### src/rtl/gvp_pkg.sv
// Shared constants, frame sizing and serializer state type for the GVP store packer.
package gvp_pkg;

    localparam logic [3:0] TAG_HDR         = 4'h2;
    localparam logic [3:0] TAG_DATA        = 4'h1;
    localparam int         HDR_WORDS       = 32'd7;
    localparam int         DATA_BASE_WORDS = 32'd5;

    typedef enum logic {
        IDLE = 1'b0,
        SEND = 1'b1
    } ser_state_e;

    // Number of 32-bit words in a header (is_hdr=1) or data frame.
    function automatic logic [3:0] frame_len(input logic is_hdr, input int num_src);
        if (is_hdr) begin
            return 4'(HDR_WORDS);
        end else begin
            return 4'(DATA_BASE_WORDS + num_src);
        end
    endfunction

endpackage

### src/rtl/gvp_frame_serializer.sv
// Shifts one buffered frame out on AXI4-Stream; reloads straight from the
// pending buffer on the final handshake so consecutive frames have no bubble.
module gvp_frame_serializer
    import gvp_pkg::*;
#(
    parameter int FRAME_WORDS = 9
) (
    input  logic                     a_clk,
    input  logic                     reset,
    input  logic                     pend_valid,
    input  logic [FRAME_WORDS*32-1:0] words_in,
    input  logic [3:0]               len_in,
    output logic                     take,
    output logic                     frame_done,
    output logic                     active,
    output logic [31:0]              M_AXIS_tdata,
    output logic                     M_AXIS_tvalid,
    output logic                     M_AXIS_tlast,
    input  logic                     M_AXIS_tready
);

    ser_state_e  state_r, state_s;
    logic [3:0]  idx_r, idx_s;
    logic [3:0]  len_r;
    logic [31:0] tdata_r, tdata_s;
    logic        tvalid_r, tvalid_s;
    logic        tlast_r, tlast_s;
    logic        take_s, done_s, hs_s;
    logic [31:0] words_r [0:FRAME_WORDS-1];

    assign hs_s = tvalid_r & M_AXIS_tready;

    // Next-state, next-word and load decision.
    always_comb begin
        state_s  = state_r;
        idx_s    = idx_r;
        tdata_s  = tdata_r;
        tvalid_s = tvalid_r;
        tlast_s  = tlast_r;
        take_s   = 1'b0;
        done_s   = 1'b0;
        case (state_r)
            IDLE: begin
                if (pend_valid) begin
                    take_s   = 1'b1;
                    state_s  = SEND;
                    idx_s    = 4'd0;
                    tdata_s  = words_in[31:0];
                    tvalid_s = 1'b1;
                    tlast_s  = (len_in == 4'd1);
                end else begin
                    tvalid_s = 1'b0;
                    tlast_s  = 1'b0;
                end
            end
            SEND: begin
                if (hs_s && tlast_r) begin
                    done_s = 1'b1;
                    if (pend_valid) begin
                        take_s  = 1'b1;
                        idx_s   = 4'd0;
                        tdata_s = words_in[31:0];
                        tlast_s = (len_in == 4'd1);
                    end else begin
                        state_s  = IDLE;
                        tvalid_s = 1'b0;
                        tlast_s  = 1'b0;
                        tdata_s  = 32'h0000_0000;
                    end
                end else if (hs_s) begin
                    idx_s   = idx_r + 4'd1;
                    tdata_s = words_r[idx_r + 4'd1];
                    tlast_s = ((idx_r + 4'd2) == len_r);
                end else begin
                    // stalled: hold the presented word
                    tdata_s = tdata_r;
                end
            end
            default: begin
                state_s  = IDLE;
                idx_s    = 4'd0;
                tdata_s  = 32'h0000_0000;
                tvalid_s = 1'b0;
                tlast_s  = 1'b0;
            end
        endcase
    end

    // State and registered AXIS outputs.
    always_ff @(posedge a_clk) begin
        if (reset) begin
            state_r  <= IDLE;
            idx_r    <= 4'd0;
            len_r    <= 4'd0;
            tdata_r  <= 32'h0000_0000;
            tvalid_r <= 1'b0;
            tlast_r  <= 1'b0;
        end else begin
            state_r  <= state_s;
            idx_r    <= idx_s;
            tdata_r  <= tdata_s;
            tvalid_r <= tvalid_s;
            tlast_r  <= tlast_s;
            if (take_s) begin
                len_r <= len_in;
            end
        end
    end

    // Active shift buffer, filled from the pending buffer on each load.
    always_ff @(posedge a_clk) begin
        if (reset) begin
            for (int k = 0; k < FRAME_WORDS; k++) begin
                words_r[k] <= 32'h0000_0000;
            end
        end else if (take_s) begin
            for (int k = 0; k < FRAME_WORDS; k++) begin
                words_r[k] <= words_in[k*32 +: 32];
            end
        end
    end

    assign take          = take_s;
    assign frame_done    = done_s;
    assign active        = (state_r == SEND);
    assign M_AXIS_tdata  = tdata_r;
    assign M_AXIS_tvalid = tvalid_r;
    assign M_AXIS_tlast  = tlast_r;

endmodule

### src/rtl/gvp_store_packer.sv
// Captures GVP store triggers into tagged frames, holds one pending frame,
// and hands frames to the AXIS serializer; counts drops and completed frames.
module gvp_store_packer
    import gvp_pkg::*;
#(
    parameter int NUM_SRC = 4,
    parameter int SRC_W   = 32
) (
    input  logic                     a_clk,
    input  logic                     reset,
    input  logic                     store_strobe,
    input  logic [1:0]               store_data,
    input  logic [31:0]              section,
    input  logic [31:0]              options,
    input  logic [31:0]              index,
    input  logic [31:0]              x,
    input  logic [31:0]              y,
    input  logic [31:0]              z,
    input  logic [31:0]              u,
    input  logic [NUM_SRC*SRC_W-1:0] src_data,
    output logic [31:0]              M_AXIS_tdata,
    output logic                     M_AXIS_tvalid,
    output logic                     M_AXIS_tlast,
    input  logic                     M_AXIS_tready,
    output logic [15:0]              overflow_count,
    output logic [31:0]              frame_count,
    output logic                     busy
);

    localparam int DATA_WORDS  = DATA_BASE_WORDS + NUM_SRC;
    localparam int FRAME_WORDS = (DATA_WORDS > HDR_WORDS) ? DATA_WORDS : HDR_WORDS;

    logic                      trig_s, is_hdr_s, accept_s, take_s;
    logic                      frame_done_s, ser_active_s;
    logic                      pend_full_r;
    logic [FRAME_WORDS*32-1:0] words_s, pend_words_r;
    logic [3:0]                len_s, pend_len_r;
    logic [15:0]               sample_cnt_r, overflow_r;
    logic [31:0]               frames_r;
    logic                      unused_s;

    assign unused_s = ^section[31:16];
    assign trig_s   = store_strobe & ((store_data == 2'd1) | (store_data == 2'd2));
    assign is_hdr_s = (store_data == 2'd2);
    // a reload in the same cycle frees the pending slot for the new trigger
    assign accept_s = trig_s & (~pend_full_r | take_s);
    assign len_s    = frame_len(is_hdr_s, NUM_SRC);

    // Assemble the frame image for the current inputs.
    always_comb begin
        words_s = {(FRAME_WORDS*32){1'b0}};
        if (is_hdr_s) begin
            words_s[0*32 +: 32] = {TAG_HDR, 12'h000, section[15:0]};
            words_s[1*32 +: 32] = options;
            words_s[2*32 +: 32] = index;
            words_s[3*32 +: 32] = x;
            words_s[4*32 +: 32] = y;
            words_s[5*32 +: 32] = z;
            words_s[6*32 +: 32] = u;
        end else begin
            words_s[0*32 +: 32] = {TAG_DATA, 12'h000, sample_cnt_r};
            words_s[1*32 +: 32] = x;
            words_s[2*32 +: 32] = y;
            words_s[3*32 +: 32] = z;
            words_s[4*32 +: 32] = u;
            for (int k = 0; k < NUM_SRC; k++) begin
                words_s[(DATA_BASE_WORDS + k)*32 +: 32] = src_data[k*SRC_W +: SRC_W];
            end
        end
    end

    // Pending buffer, sample counter and status counters.
    always_ff @(posedge a_clk) begin
        if (reset) begin
            pend_full_r  <= 1'b0;
            pend_words_r <= {(FRAME_WORDS*32){1'b0}};
            pend_len_r   <= 4'd0;
            sample_cnt_r <= 16'h0000;
            overflow_r   <= 16'h0000;
            frames_r     <= 32'h0000_0000;
        end else begin
            if (accept_s) begin
                pend_full_r  <= 1'b1;
                pend_words_r <= words_s;
                pend_len_r   <= len_s;
                sample_cnt_r <= is_hdr_s ? 16'h0000 : (sample_cnt_r + 16'h0001);
            end else if (take_s) begin
                pend_full_r <= 1'b0;
            end
            if (trig_s && !accept_s && (overflow_r != 16'hFFFF)) begin
                overflow_r <= overflow_r + 16'h0001;
            end
            if (frame_done_s) begin
                frames_r <= frames_r + 32'h0000_0001;
            end
        end
    end

    gvp_frame_serializer #(
        .FRAME_WORDS (FRAME_WORDS)
    ) u_ser (
        .a_clk         (a_clk),
        .reset         (reset),
        .pend_valid    (pend_full_r),
        .words_in      (pend_words_r),
        .len_in        (pend_len_r),
        .take          (take_s),
        .frame_done    (frame_done_s),
        .active        (ser_active_s),
        .M_AXIS_tdata  (M_AXIS_tdata),
        .M_AXIS_tvalid (M_AXIS_tvalid),
        .M_AXIS_tlast  (M_AXIS_tlast),
        .M_AXIS_tready (M_AXIS_tready)
    );

    assign overflow_count = overflow_r;
    assign frame_count    = frames_r;
    assign busy           = ser_active_s | pend_full_r;

endmodule
### config.mk
export PLATFORM = sky130hd
export DESIGN_NAME = gvp_store_packer
export DESIGN_NICKNAME = d
export VERILOG_FILES = /design/src/rtl/gvp_pkg.sv /design/src/rtl/gvp_frame_serializer.sv /design/src/rtl/gvp_store_packer.sv
export SDC_FILE = /design/constraint.sdc
export NUM_CORES = 1
export LEC_CHECK = 0
export CORE_MARGIN = 5
export CORE_UTILIZATION = 49
export DETAILED_ROUTE_END_ITERATION = 12
export PLACE_DENSITY_LB_ADDON = 0.12
export SKIP_CTS_REPAIR_TIMING = 1
export SLEW_MARGIN = 25
export SYNTH_ARGS = -nofsm -noshare
export SYNTH_HDL_FRONTEND = slang
export SYNTH_SLANG_ARGS = --single-unit
### constraint.sdc
create_clock -name a_clk -period 4.9 [get_ports a_clk]
set_input_delay 0.49 -clock a_clk [delete_from_list [all_inputs] [get_ports a_clk]]
set_output_delay 0.49 -clock a_clk [all_outputs]
set_load 0.05 [all_outputs]
==> summary by stage <==
Status
The run finished with clean final reports.

Yosys
The sequential fraction of the synthesis area is 56.0%. The adder-cell share of the synthesized area is 0.265%. Of the total synthesized cell area, the portion taken by XOR and XNOR cells is 1.51%. The compound-gate portion of the synthesized area is 10.3%. The main combinational cell family by area after synthesis is simple AND/OR/NAND/NOR gates. For this run, the number of Yosys warnings is 0. The fraction of synthesis flops using an asynchronous set or reset pin is 0%.

After Yosys synthesis, and, or, nand and nor cells account for 16.9% of the synthesized area. The total nets after synthesis is 2924. The mapped cell area is 28300 um^2.

After synthesis, the share of cell area in mux cells is 11.8%. The synthesized netlist contains 58 unique library cells. The number of standard cells after synthesis is 2560. Each instance of the synthesized netlist takes up on average 11.1 um^2.

Among all flip-flop cells after synthesis, the most frequent one is sky130_fd_sc_hd__dfxtp_1. The number of synthesized register bits is 656. The number of enable-type register cells in the synthesized netlist is 274.

Power and ir drop
The part of the total power dissipated in sequential elements is 49.2%. The total power per unit cell area is 353 nW/um^2. Combinational logic is responsible for 9.8% of the overall power. The portion of total power attributed to the clock network is 41.0%. The net switching fraction of the power is 23.5%. The total net switching power is 2.94 mW. The sum of internal, switching and leakage power is 12.5 mW. The maximum vdd drop is 0.210 mV. In this run the static leakage power is 12.4 nW.

The internal power is 9.59 mW.

Drt
The routed wire length is 82000 um. The routed layout has 20803 vias. The uppermost layer routed is met5. In the routed layout, each cell is associated on average with a via count of 5.59.

In the routed design, unresolved DRC markers number 0. Summed over all nets, wire length on met3 after detailed routing comes to 5490 um. The number of nets still failing antenna checks after routing is 0.

The met1 routed wirelength after detailed routing is 35100 um. The routed length per instance is 22.0 um. The number of violations reported at the end of detailed-routing iteration 0 is 1596. The number of search-and-repair iterations in the first detailed-routing pass is 6. The wire length on met2 is 39400 um.

Place
The estimated wirelength of the detail-placed design is 58000 um. Timing analysis after detailed placement gives a worst setup slack of 1.67 ns. The total of buffers placed on input and output ports is 424. The final estimated routing congestion in global placement is 0.870. The number of placed instances, taps included, is 3586.

Critical path
Along the worst path, the maximum fanout reaches 28. The required time reported for the critical path endpoint is 5.37 ns. The count of buffer and inverter cells on the critical path is 1. The capture instance of the worst register-to-register path is u_ser.M_AXIS_tdata[13]. Data on the critical path arrives at its endpoint at 3.55 ns. The signal on the critical path passes through ha_4, xor2_4, buf_4, mux2i_1, a22oi_1, nand4_1, nand2_1.

The worst register-to-register path has a depth of 7. The critical path in this run is classified as register to register. The worst register-to-register path begins at u_ser.idx_r[0]. The kind of start point of the critical path is a register. The sort of element at the end of the critical path is a register. The category of cells accounting for the largest share of critical-path delay is flip-flops. The register-to-register setup slack is 1.82 ns.

The library cell contributing the largest single delay on the critical path is sky130_fd_sc_hd__dfxtp_4. The critical path's largest stage delay is 0.72 ns.

Worst hold path
The hold path depth is 2. The path category of the worst min-delay check is primary input to register. The worst hold path terminates at frame_count[5]. The startpoint of the tightest hold check path is reset.

Clocking
The cell chosen for the clock root is sky130_fd_sc_hd__clkbuf_16. After clock tree synthesis, the clock-pin slew on the worst setup and hold paths is 0.06 ns. The clock buffer count from CTS is 70. The clock tree buffer depth is 3. The number of H-tree branching levels is 3. The tree built by TritonCTS fans out to 656 sinks. For the worst-skew pair, the clock arrives at the later sink with an insertion delay of 0.60 ns. TritonCTS built the clock tree.

Timing
The relative slew slack is 17.7%. Setup repair after global routing left no endpoint under its margin. The setup total negative slack is 0 ns. Counting I/O delays and the setup requirement, the final critical path takes 3.08 ns.

The final worst-path setup slack is 1.82 ns. The count of final max-slew check failures came to 0. The number of hold violations in the final report was 0. The slew at the pin closest to its max-slew limit is 1.23 ns.

Clock skew on the completed layout was measured at 0.0234 ns. After layout, the worst path uses 62.8% of the clock period. The number of setup violations in the final report is 0. The achievable frequency is 325 MHz.

Finish
In the final layout, the share of cells above drive strength 1 is 7.35%. Once layout is complete, the cells apart from fillers number 3721. For this run, the share of the core covered by cells in the final layout is 61.7%.

The combined flip-flop and latch cell area is 15900 um^2. The area growth from synthesis to layout is 25.2%. The number of nets in the layout is 3259. The multi-input combinational cells in the finished layout cover a total of 11700 um^2.

The number of inserted filler cells in the final layout is 4762.

Global routing
The total global-route track usage is 25.2%. The via count of the first global-routing pass is 20341. The first global-routing pass estimated 123000 um of wire. The number of antenna violations at the first check in global routing came to 9.

The pin count of the biggest net entering global routing is 239. Global routing finished with a remaining overflow of 0.

Floorplanning
Once the floorplan was initialized, standard cells occupied 49.3% of the core. The I/O pin count is 441. The area of the core is 57500 um^2. The floorplan die area is 62700 um^2. From bottom edge to top edge, the die measures 250 um.

In this run the horizontal extent of the chip is 250 um. After floorplanning, the core was divided into 88 placement rows.

Run
The number of max-cap violations is 0.
==> per-stage QoR <==
step                hold slack [ns]  instance area (um^2)
floorplan                     0.425                 28300
global placement              0.436                 33200
detailed placement            0.443                 33200
CTS                           0.445                 35400
global route                  0.283                 35500
finish                        0.267                 35500
==> flip-flops by register name, summed over array words and instances (netlist names), 2 cells and up <==
name and count:
u_ser.words_r 274, pend_words_r 273, frame_count 32, u_ser.M_AXIS_tdata 32, overflow_count 16, sample_cnt_r 16, u_ser.idx_r 4, u_ser.len_r 3
pend_len_r 2
==> power groups by stage <==
stage | Clock (mW) | Sequential [mW] | Combinational (mW)
final | 5.14 | 6.16 | 1.23
after global routing | 5.46 | 6.19 | 1.33
after CTS | 5.21 | 6.16 | 1.24
after detailed placement | 0 | 6.28 | 1.23
after global placement | 0 | 6.27 | 1.21
after floorplan | 0 | 6.23 | 0.667
==> how the worst max path moves through the flow <==
| stage | cells after the start | start | endpoint |
|---|---|---|---|
| detailed placement | 8 | store_data[0] | pend_words_r[237] |
| CTS | 7 | u_ser.idx_r[0] | u_ser.M_AXIS_tdata[19] |
| finish | 7 | u_ser.idx_r[0] | u_ser.M_AXIS_tdata[13] |
| global placement | 7 | M_AXIS_tready | u_ser.M_AXIS_tdata[16] |
| floorplan | 4 | u_ser.M_AXIS_tlast | u_ser.words_r[0][0] |
| global route | 7 | u_ser.idx_r[0] | u_ser.M_AXIS_tdata[19] |
==> final cells by class <==
type | instances | area share, %
antenna | 4 | 0.0282
tap | 765 | 2.70
timing repair buffer | 468 | 13.3
inverter | 12 | 0.127
clock buffer | 109 | 5.81
multi-input combinational | 1687 | 32.8
sequential | 656 | 44.8
clock inverter | 20 | 0.455
==> logic make-up (layout without fill, tap and decap cells) <==
family / count (synthesis) / after routing
flip-flops: 656 / 656
adder cells (fa/ha/maj): 6 / 6
AND/OR/NAND/NOR: 934 / 934
buffers and inverters: 217 / 609
AO/OA/AOI/OAI: 424 / 424
other: 0 / 4
multiplexers: 274 / 274
XOR/XNOR: 49 / 49
==> placed cells by master (no fill, tap or decap), types with 65 or more instances in the layout <==
cell type                           n
sky130_fd_sc_hd__clkdlybuf4s50_1  423
sky130_fd_sc_hd__dfxtp_1          381
sky130_fd_sc_hd__nor2_1           292
sky130_fd_sc_hd__and2_1           282
sky130_fd_sc_hd__edfxtp_1         274
sky130_fd_sc_hd__mux2i_1          218
sky130_fd_sc_hd__a211oi_1         208
sky130_fd_sc_hd__nand2_1          166
sky130_fd_sc_hd__a21oi_1           99
sky130_fd_sc_hd__clkbuf_16         73
sky130_fd_sc_hd__nand3b_1          65
==> synthesized netlist by cell type (all sizes together) (2+ instances only) <==
master | count | area, um^2
ha | 6 | 75.1
or4 | 4 | 30.0
nor3 | 23 | 115
edfxtp | 274 | 8230
a221o | 24 | 240
nor2b | 4 | 25.0
a22oi | 29 | 218
o21ai | 31 | 155
a21oi | 99 | 495
and3 | 5 | 31.3
nor4 | 7 | 43.8
mux4 | 46 | 1040
xnor2 | 42 | 368
a211oi | 208 | 1560
o221ai | 5 | 43.8
nor4b | 4 | 35.0
nand2 | 166 | 623
and4 | 9 | 78.8
dfxtp | 382 | 7650
clkbuf | 130 | 508
a2bb2oi | 2 | 17.5
nand2b | 2 | 12.5
mux2 | 9 | 101
or2 | 3 | 18.8
nand3b | 65 | 488
or3 | 14 | 87.6
mux2i | 219 | 2200
nand4 | 18 | 119
nand3 | 25 | 130
o31ai | 3 | 22.5
nor2 | 294 | 1110
and2 | 282 | 1760
xor2 | 7 | 61.3
a31oi | 6 | 37.5
inv | 11 | 41.3
o22ai | 10 | 62.6
buf | 75 | 364
nor3b | 4 | 30.0
==> layer usage <==
metal / global-route usage (%) / up-vias
met5: 0 / -
met4: 7.30 / 2
met3: 4.28 / 107
met2: 41.4 / 703
met1: 34.7 / 10054
li1: - / 9937
Power figures use the tool's default switching activity.
